### src/rtl/fetch_unit_pkg.sv
// Shared pipeline constants and the fetch-stage update selector.
package fetch_unit_pkg;

  // Encoding of an all-zero instruction word, presented when fetch has nothing valid.
  localparam logic [31:0] NOP_INSTR = 32'b0;

  // Instruction size in bytes; the sequential PC step.
  localparam int unsigned INSTR_BYTES = 4;

  // Non-reset state update chosen for this cycle, highest priority first.
  typedef enum logic [1:0] {
    UPD_REDIRECT,
    UPD_STALL,
    UPD_ADVANCE
  } upd_e;

endpackage

### src/rtl/fetch_hold_buffer.sv
// Hold register for the fetched word: keeps the last returned instruction
// stable while the F/D register is stalled, and selects what InstrF shows.
module fetch_hold_buffer
  import fetch_unit_pkg::*;
#(
  parameter int W = 32
) (
  input  logic         clk,
  input  logic         rst,
  input  logic         capture,
  input  logic         clear,
  input  logic         rsp_v,
  input  logic [W-1:0] rd_data,
  output logic         hold_v,
  output logic [W-1:0] instr,
  output logic         valid
);

  logic [W-1:0] hold_instr_q;
  logic         hold_v_q;

  // Valid flag: cleared on reset or whenever the stage moves; set on capture.
  always_ff @(posedge clk) begin
    // NOTE: state registers use non-blocking assignments so every flop samples pre-edge values.
    if (rst)          hold_v_q <= 1'b0;
    else if (clear)   hold_v_q <= 1'b0;
    else if (capture) hold_v_q <= 1'b1;
  end

  // Data word: only loaded on capture.
  always_ff @(posedge clk) begin
    // NOTE: the data register is not reset; hold_v_q alone says whether it is meaningful.
    if (capture) hold_instr_q <= rd_data;
  end

  // Output select: held word first, then the live memory response, else NOP.
  always_comb begin
    // NOTE: default assigned first so no path through this block can infer a latch.
    instr = W'(NOP_INSTR);
    if (hold_v_q)   instr = hold_instr_q;
    else if (rsp_v) instr = rd_data;
  end

  assign hold_v = hold_v_q;
  assign valid  = hold_v_q | rsp_v;

endmodule

### src/rtl/fetch_unit.sv
// Fetch stage: owns the PC, issues reads to a 1-cycle synchronous instruction
// memory and presents InstrF/PCF to the F/D register. Redirects from Execute
// override stalls; stalls park the returned word in fetch_hold_buffer.
module fetch_unit
  import fetch_unit_pkg::*;
#(
  parameter int          N        = 32,
  parameter logic [N-1:0] RESET_PC = '0
) (
  input  logic         clk,
  input  logic         rst,
  input  logic         StallF,
  input  logic         PCSrcE,
  input  logic [N-1:0] PCTargetE,
  output logic [N-1:0] ImemAddr,
  output logic         ImemRdEn,
  input  logic [N-1:0] ImemRdData,
  output logic [N-1:0] InstrF,
  output logic [N-1:0] PCF,
  output logic [N-1:0] PCPlus4F,
  output logic         ValidF
);

  localparam logic [N-1:0] PC_STEP = N'(INSTR_BYTES);

  logic [N-1:0] next_pc_q;   // address to issue next
  logic [N-1:0] fetch_pc_q;  // address whose data is in flight / presented
  logic         rsp_v_q;     // memory returns a live word this cycle
  logic         hold_v;
  logic [N-1:0] target_pc;
  logic         unused_target_bits;
  upd_e         upd;

  // Redirect targets are word aligned; the two low bits are ignored.
  assign target_pc          = {PCTargetE[N-1:2], 2'b00};
  assign unused_target_bits = ^PCTargetE[1:0];

  // Pick this cycle's update: redirect beats stall beats advance.
  always_comb begin
    upd = UPD_ADVANCE;
    if (PCSrcE)      upd = UPD_REDIRECT;
    else if (StallF) upd = UPD_STALL;
  end

  // PC and response-valid state; reset discards everything including a pending redirect.
  always_ff @(posedge clk) begin
    if (rst) begin
      next_pc_q  <= RESET_PC;
      fetch_pc_q <= RESET_PC;
      rsp_v_q    <= 1'b0;
    end else begin
      case (upd)
        UPD_REDIRECT: begin
          fetch_pc_q <= target_pc;
          next_pc_q  <= target_pc + PC_STEP;
          rsp_v_q    <= 1'b1;
        end
        UPD_STALL: begin
          rsp_v_q <= 1'b0;
        end
        default: begin
          fetch_pc_q <= next_pc_q;
          next_pc_q  <= next_pc_q + PC_STEP;
          rsp_v_q    <= 1'b1;
        end
      endcase
    end
  end

  // Memory request: a redirect issues its target immediately, even when stalled.
  assign ImemAddr = PCSrcE ? target_pc : next_pc_q;
  assign ImemRdEn = PCSrcE | ~StallF;

  assign PCF      = fetch_pc_q;
  assign PCPlus4F = fetch_pc_q + PC_STEP;

  fetch_hold_buffer #(.W(N)) u_hold (
    .clk     (clk),
    .rst     (rst),
    .capture ((upd == UPD_STALL) & rsp_v_q & ~hold_v),
    .clear   (upd != UPD_STALL),
    .rsp_v   (rsp_v_q),
    .rd_data (ImemRdData),
    .hold_v  (hold_v),
    .instr   (InstrF),
    .valid   (ValidF)
  );

endmodule
### config.mk
export PLATFORM = sky130hd
export DESIGN_NAME = fetch_unit
export DESIGN_NICKNAME = d
export VERILOG_FILES = /design/src/rtl/fetch_unit_pkg.sv /design/src/rtl/fetch_hold_buffer.sv /design/src/rtl/fetch_unit.sv
export SDC_FILE = /design/constraint.sdc
export NUM_CORES = 1
export LEC_CHECK = 0
export CAP_MARGIN = 20
export CORE_ASPECT_RATIO = 1.2
export CORE_MARGIN = 4
export CORE_UTILIZATION = 35
export CTS_CLUSTER_DIAMETER = 200
export DETAILED_ROUTE_END_ITERATION = 7
export PLACE_DENSITY = 0.65
export SLEW_MARGIN = 20
export SYNTH_ARGS = -nofsm -noshare
export SYNTH_HDL_FRONTEND = slang
export SYNTH_HIERARCHICAL = 1
export SYNTH_SLANG_ARGS = --single-unit
### constraint.sdc
create_clock -name clk -period 7.9 [get_ports clk]
set_clock_uncertainty 0.05 [all_clocks]
set_input_delay 1.185 -clock clk [delete_from_list [all_inputs] [get_ports clk]]
set_output_delay 1.185 -clock clk [all_outputs]
set_load 0.02 [all_outputs]
==> After elaboration in Yosys (flattened, before gate mapping) <==
Index checks and enable logic that the tools add are counted.
{ "totals": {"register_bits": 98, "input_bits": 68, "out_inout_bits": 130} }
{ "classes": {"addsub": 3, "eq_ne": 2, "n_mux": 8, "n_bitwise": 6, "n_reduce_logical": 2} }
{ "op_table": {"columns": ["op", "count"], "rows": [
  ["$pmux W32 S2", 2],
  ["$add A32 B3 Y32 const B", 3],
  ["$mux W32", 3],
  ["$mux W2", 2],
  ["$and A1 B1 Y1", 2],
  ["$eq A2 B1 Y1 const B", 1],
  ["$logic_not A2 Y1", 1],
  ["$ne A2 B1 Y1 const B", 1],
  ["$not A1 Y1", 2],
  ["$or A1 B1 Y1", 2],
  ["$reduce_or A2 Y1", 1],
  ["$mux W1", 1]
]} }

==> Depth between registers and ports, before layout <==
{ "depth": {"word_depth": 5, "mapped_depth": 11, "ltp_nobuf": 7} }

==> Cells and area by module <==
The synthesis kept the hierarchy.
{ "modules_own_cells": {"columns": ["module", "n_inst", "cells_each", "area_per_inst_um2", "seq_area_each_um2"], "rows": [
  ["fetch_unit", 1, 518, 4058.9, 1221.2],
  ["fetch_hold_buffer", 1, 78, 1356.3, 980.9]
]} }

==> Worst setup path after synthesis <==
OpenSTA, ideal clock, no wires.
{ "synth_timing": {"path_kind": "input to register", "start": "input PCSrcE", "end": "register u_hold.hold_instr_q[0] (enable)", "setup_ps": 470, "arrival_ps": 4488, "t_required_ps": 7380, "slack_ps": 2892, "stages": 6, "cell_sequence": "and2b_1 -> clkbuf_1 -> inv_1 -> clkbuf_1 -> clkbuf_1 -> nor3b_1"} }
{ "synth_via": {"elab_chain_cells": 4} }
{ "synth_rtl": {"columns": ["item", "line", "text"], "rows": [
  ["from (decl)", "fetch_unit.sv:13", "input logic PCSrcE,"],
  ["$mux W2", "fetch_unit.sv:41", "if (PCSrcE) upd = UPD_REDIRECT;"],
  ["$eq A2 B1 Y1", "fetch_unit.sv:80", ".capture ((upd == UPD_STALL) & rsp_v_q & ~hold_v),"],
  ["$and A1 B1 Y1 (2 in series)", "fetch_unit.sv:80", null],
  ["to (signal assigned)", "fetch_hold_buffer.sv:33", "if (capture) hold_instr_q <= rd_data;"],
  ["to (decl)", "fetch_hold_buffer.sv:19", "logic [W-1:0] hold_instr_q;"]
]} }
No other way between the ends.
A chain may end at the register's enable or synchronous reset.

==> Worst setup path after layout <==
{ "layout_timing": {"start": "input PCSrcE", "end": "output ImemRdEn"} }
{ "layout_via": {"elab_chain_cells": 1} }
{ "layout_rtl": {"columns": ["item", "line", "text"], "rows": [
  ["$or A1 B1 Y1", "fetch_unit.sv:72", "assign ImemRdEn = PCSrcE | ~StallF;"],
  ["to (decl)", "fetch_unit.sv:16", "output logic ImemRdEn,"]
]} }
No other way between the ends.

==> results.toml <==
[critical_path]
cp_max_fo = 75
cp-startpoint = "PCSrcE"
endpoint_kind = "output port"
arrival_ps = 3280
crit_end = "ImemRdEn"
start_kind = "input port"
r2r_cells = 7
reg2reg_from = "next_pc_q[3]"
crit_type = "in2out"
regToRegEndpoint = "next_pc_q[20]"
crit_required_ps = 6660
r2r_setup_slack_ps = 5550

[cts]
cts_made_buffers = 9
cts.sinks = 94
tritoncts = "built"
cts_resized = 0
clk_latency_ps = 340
cts_root_buf = "clkbuf_16"
ctsHoldBuffers = 0
cts_setup_buffers = 0
cts_max_path_buffers = 2
ctsHtreeMaxLevel = 3
cts.clk_slew.worst_paths_ps = 70

[timing]
tightest_slew_ps = 788.0
fmax_mhz = 221.3
hold_slack_ps = 425.6
finalCritPeriodShare_pct = 57.20
hold_viol_final = 0
maxSlewViolCount = 0
tns_ps = 0
fin_crit_ps = 4519
finalSetupViolCount = 0
fin_ws_ps = 3381
slew-limit-headroom_pct = 47.47
rsz0062_at_grt = "false"

[global_routing]
grt_max_degree = 76
grt_pass1_vias = 5046
grt_pass1_wl_um = 26620
grt_use_total_pct = 18.87
antenna_found_initial = 0
gr-total-overflow = 0

[yosys]
ys_types = 58
synth_edf_count = 32
synth_warnings = 6
async_flop_share_pct = 0
synth_area_per_cell_um2 = 9.086
netlist_area_mm2 = 0.005415
synth_ff_type = "dfxtp_1"
synth_seq_cells = 94
syn_inst = 596
ys_seq_area_share_pct = 40.67

[floorplanning]
rows = 49
fp.dieH_um = 144.3
core_area_mm2 = 0.01508
die_w_um = 121.6
ios = 198
die_area_mm2 = 0.01753
initial_core_util_pct = 35.91

[power]
pwr-share-seq_pct = 41.4
peakVddDrop_v = 0.00008967
clkPwrFrac_pct = 33.3
p_int_uw = 967.8
switching_share_pct = 29.51
powerDensity_mw_per_mm2 = 178.4
switchingPower_uw = 405.1
comb_power_share_pct = 25.3
p_leak_uw = 0.002922

[finish]
fillers = 1478
multi_input_area_mm2 = 0.002892
area_delta_synth_final_pct = 42.14
regArea_mm2 = 0.002202
nets = 836
antennaDiodeCount = 0
stdcell_count = 974
drive_above_1_share_pct = 6.494
post-route-cell-area_mm2 = 0.007697

[job]
max_cap_violations = 0

[placement]
gp_congestion = 0.9088
place_area_mm2 = 0.007381
dp_slack_ps = 3338
dp_hpwl_um = 12760
dp.cells = 959
io_buffers = 189

[routing]
drtIter0Drc = 264
antenna_left = 0
wl_per_cell_um = 17.42
drt-total-wl_um = 16960
vias = 5108
viasPerCell = 5.244
dr.pass1.iters = 7
drc = 0

[min_path]
whs_path_depth = 2
min_path_type = "reg2reg"

[run_status]
status = "finished clean"
==> placed cells by master (no fill, tap or decap), types with 3 or more instances in the layout <==
master,synthesis,final
a211oi_1,23,23
a21oi_1,13,13
a22o_1,31,31
a22oi_1,4,4
a22oi_2,3,3
a31oi_1,3,3
and2_1,3,3
and3_1,5,5
and4_1,6,6
buf_4,9,7
clkbuf_16,0,10
clkdlybuf4s50_1,0,187
conb_1,1,6
dfxtp_1,62,62
edfxtp_1,32,32
inv_1,25,24
mux2_2,12,12
mux2i_1,21,21
nand2_1,56,56
nand3_1,46,46
nand3b_1,8,8
nand4_1,20,20
nand4b_1,6,6
nor2_1,56,56
nor3_1,23,23
nor4_1,3,3
o211ai_1,6,6
o21ai_0,7,7
o221ai_1,3,3
o22ai_1,4,4
or3_1,3,3
or4_1,3,3
xnor2_1,30,30
xor2_1,10,10
==> how the worst min path moves through the flow <==
| stage | from | to |
|---|---|---|
| floorplan | next_pc_q[30] | next_pc_q[30] |
| global placement | next_pc_q[30] | next_pc_q[30] |
| detailed placement | next_pc_q[30] | next_pc_q[30] |
| CTS | next_pc_q[30] | next_pc_q[30] |
| global route | next_pc_q[7] | next_pc_q[7] |
| finish | next_pc_q[30] | next_pc_q[30] |
==> Yosys cell counts, drive strengths merged (16+ instances only) <==
library cell,n,area [um2]
a211oi,23,172.7
a22o,31,271.5
buf,26,187.7
clkbuf,16,60.06
dfxtp,62,1241
edfxtp,32,960.9
inv,25,93.84
mux2i,21,210.2
nand2,56,210.2
nand3,47,240.2
nand4,21,146.4
nor2,56,210.2
nor3,23,115.1
xnor2,30,262.8
==> routing by layer <==
layer | part of all wire, % | GRT usage [%]
met5 | 0 | 0
met4 | 2.0 | 5.605
met1 | 43 | 24.74
met3 | 7.4 | 4.264
met2 | 48 | 31.21
==> sequential cells by signal, indices dropped and copies added (netlist names) <==
| signal | cells |
|---|---|
| u_hold/hold_v | 1 |
| next_pc_q | 30 |
| PCF | 30 |
| u_hold/hold_instr_q | 32 |
| rsp_v_q | 1 |
==> power groups by stage <==
stage / Clock (uW) / Combinational [uW] / Sequential [uW]
6_report: 457 / 348 / 568
5_1_grt: 495 / 372 / 573
4_1_cts: 472 / 350 / 567
3_5_place_dp: 0 / 349 / 578
3_3_place_gp: 0 / 346 / 576
2_1_floorplan: 0 / 174 / 583
==> area by class of cell <==
| class | instances | area share, % |
|---|---|---|
| tap | 204 | 3.316 |
| timing repair buffer | 196 | 25.13 |
| sequential | 94 | 28.61 |
| inverter | 26 | 1.268 |
| clock buffer | 11 | 3.430 |
| multi-input combinational | 439 | 37.56 |
| clock inverter | 4 | 0.6827 |
==> per-stage QoR <==
| stage | util [%] | power, uW |
|---|---|---|
| 2_1_floorplan | - | 757.5 |
| 3_5_place_dp | 48.94 | 926.5 |
| 5_1_grt | 51.04 | 1440 |
| 4_1_cts | 51.04 | 1390 |
| 3_3_place_gp | 48.94 | 922.0 |
| 6_report | 51.04 | 1373 |
==> critical path, cell delays in order <==
cell	delay [ps]
buf_2	70
buf_4	600
and2b_1	430
buf_4	300
inv_1	80
clkdlybuf4s50_1	600
==> logic make-up after synthesis <==
group | after synthesis | share of synthesized area [%]
simple gates | 248 | 23.80
compound gates | 109 | 15.57
flops | 94 | 40.67
buf+inv | 68 | 6.377
xor+xnor | 40 | 6.469
mux | 34 | 6.585
fa+ha+maj | 2 | 0.4620
other cells | 1 | 0.06925
Note: power is estimated with default switching activity, not from simulation.
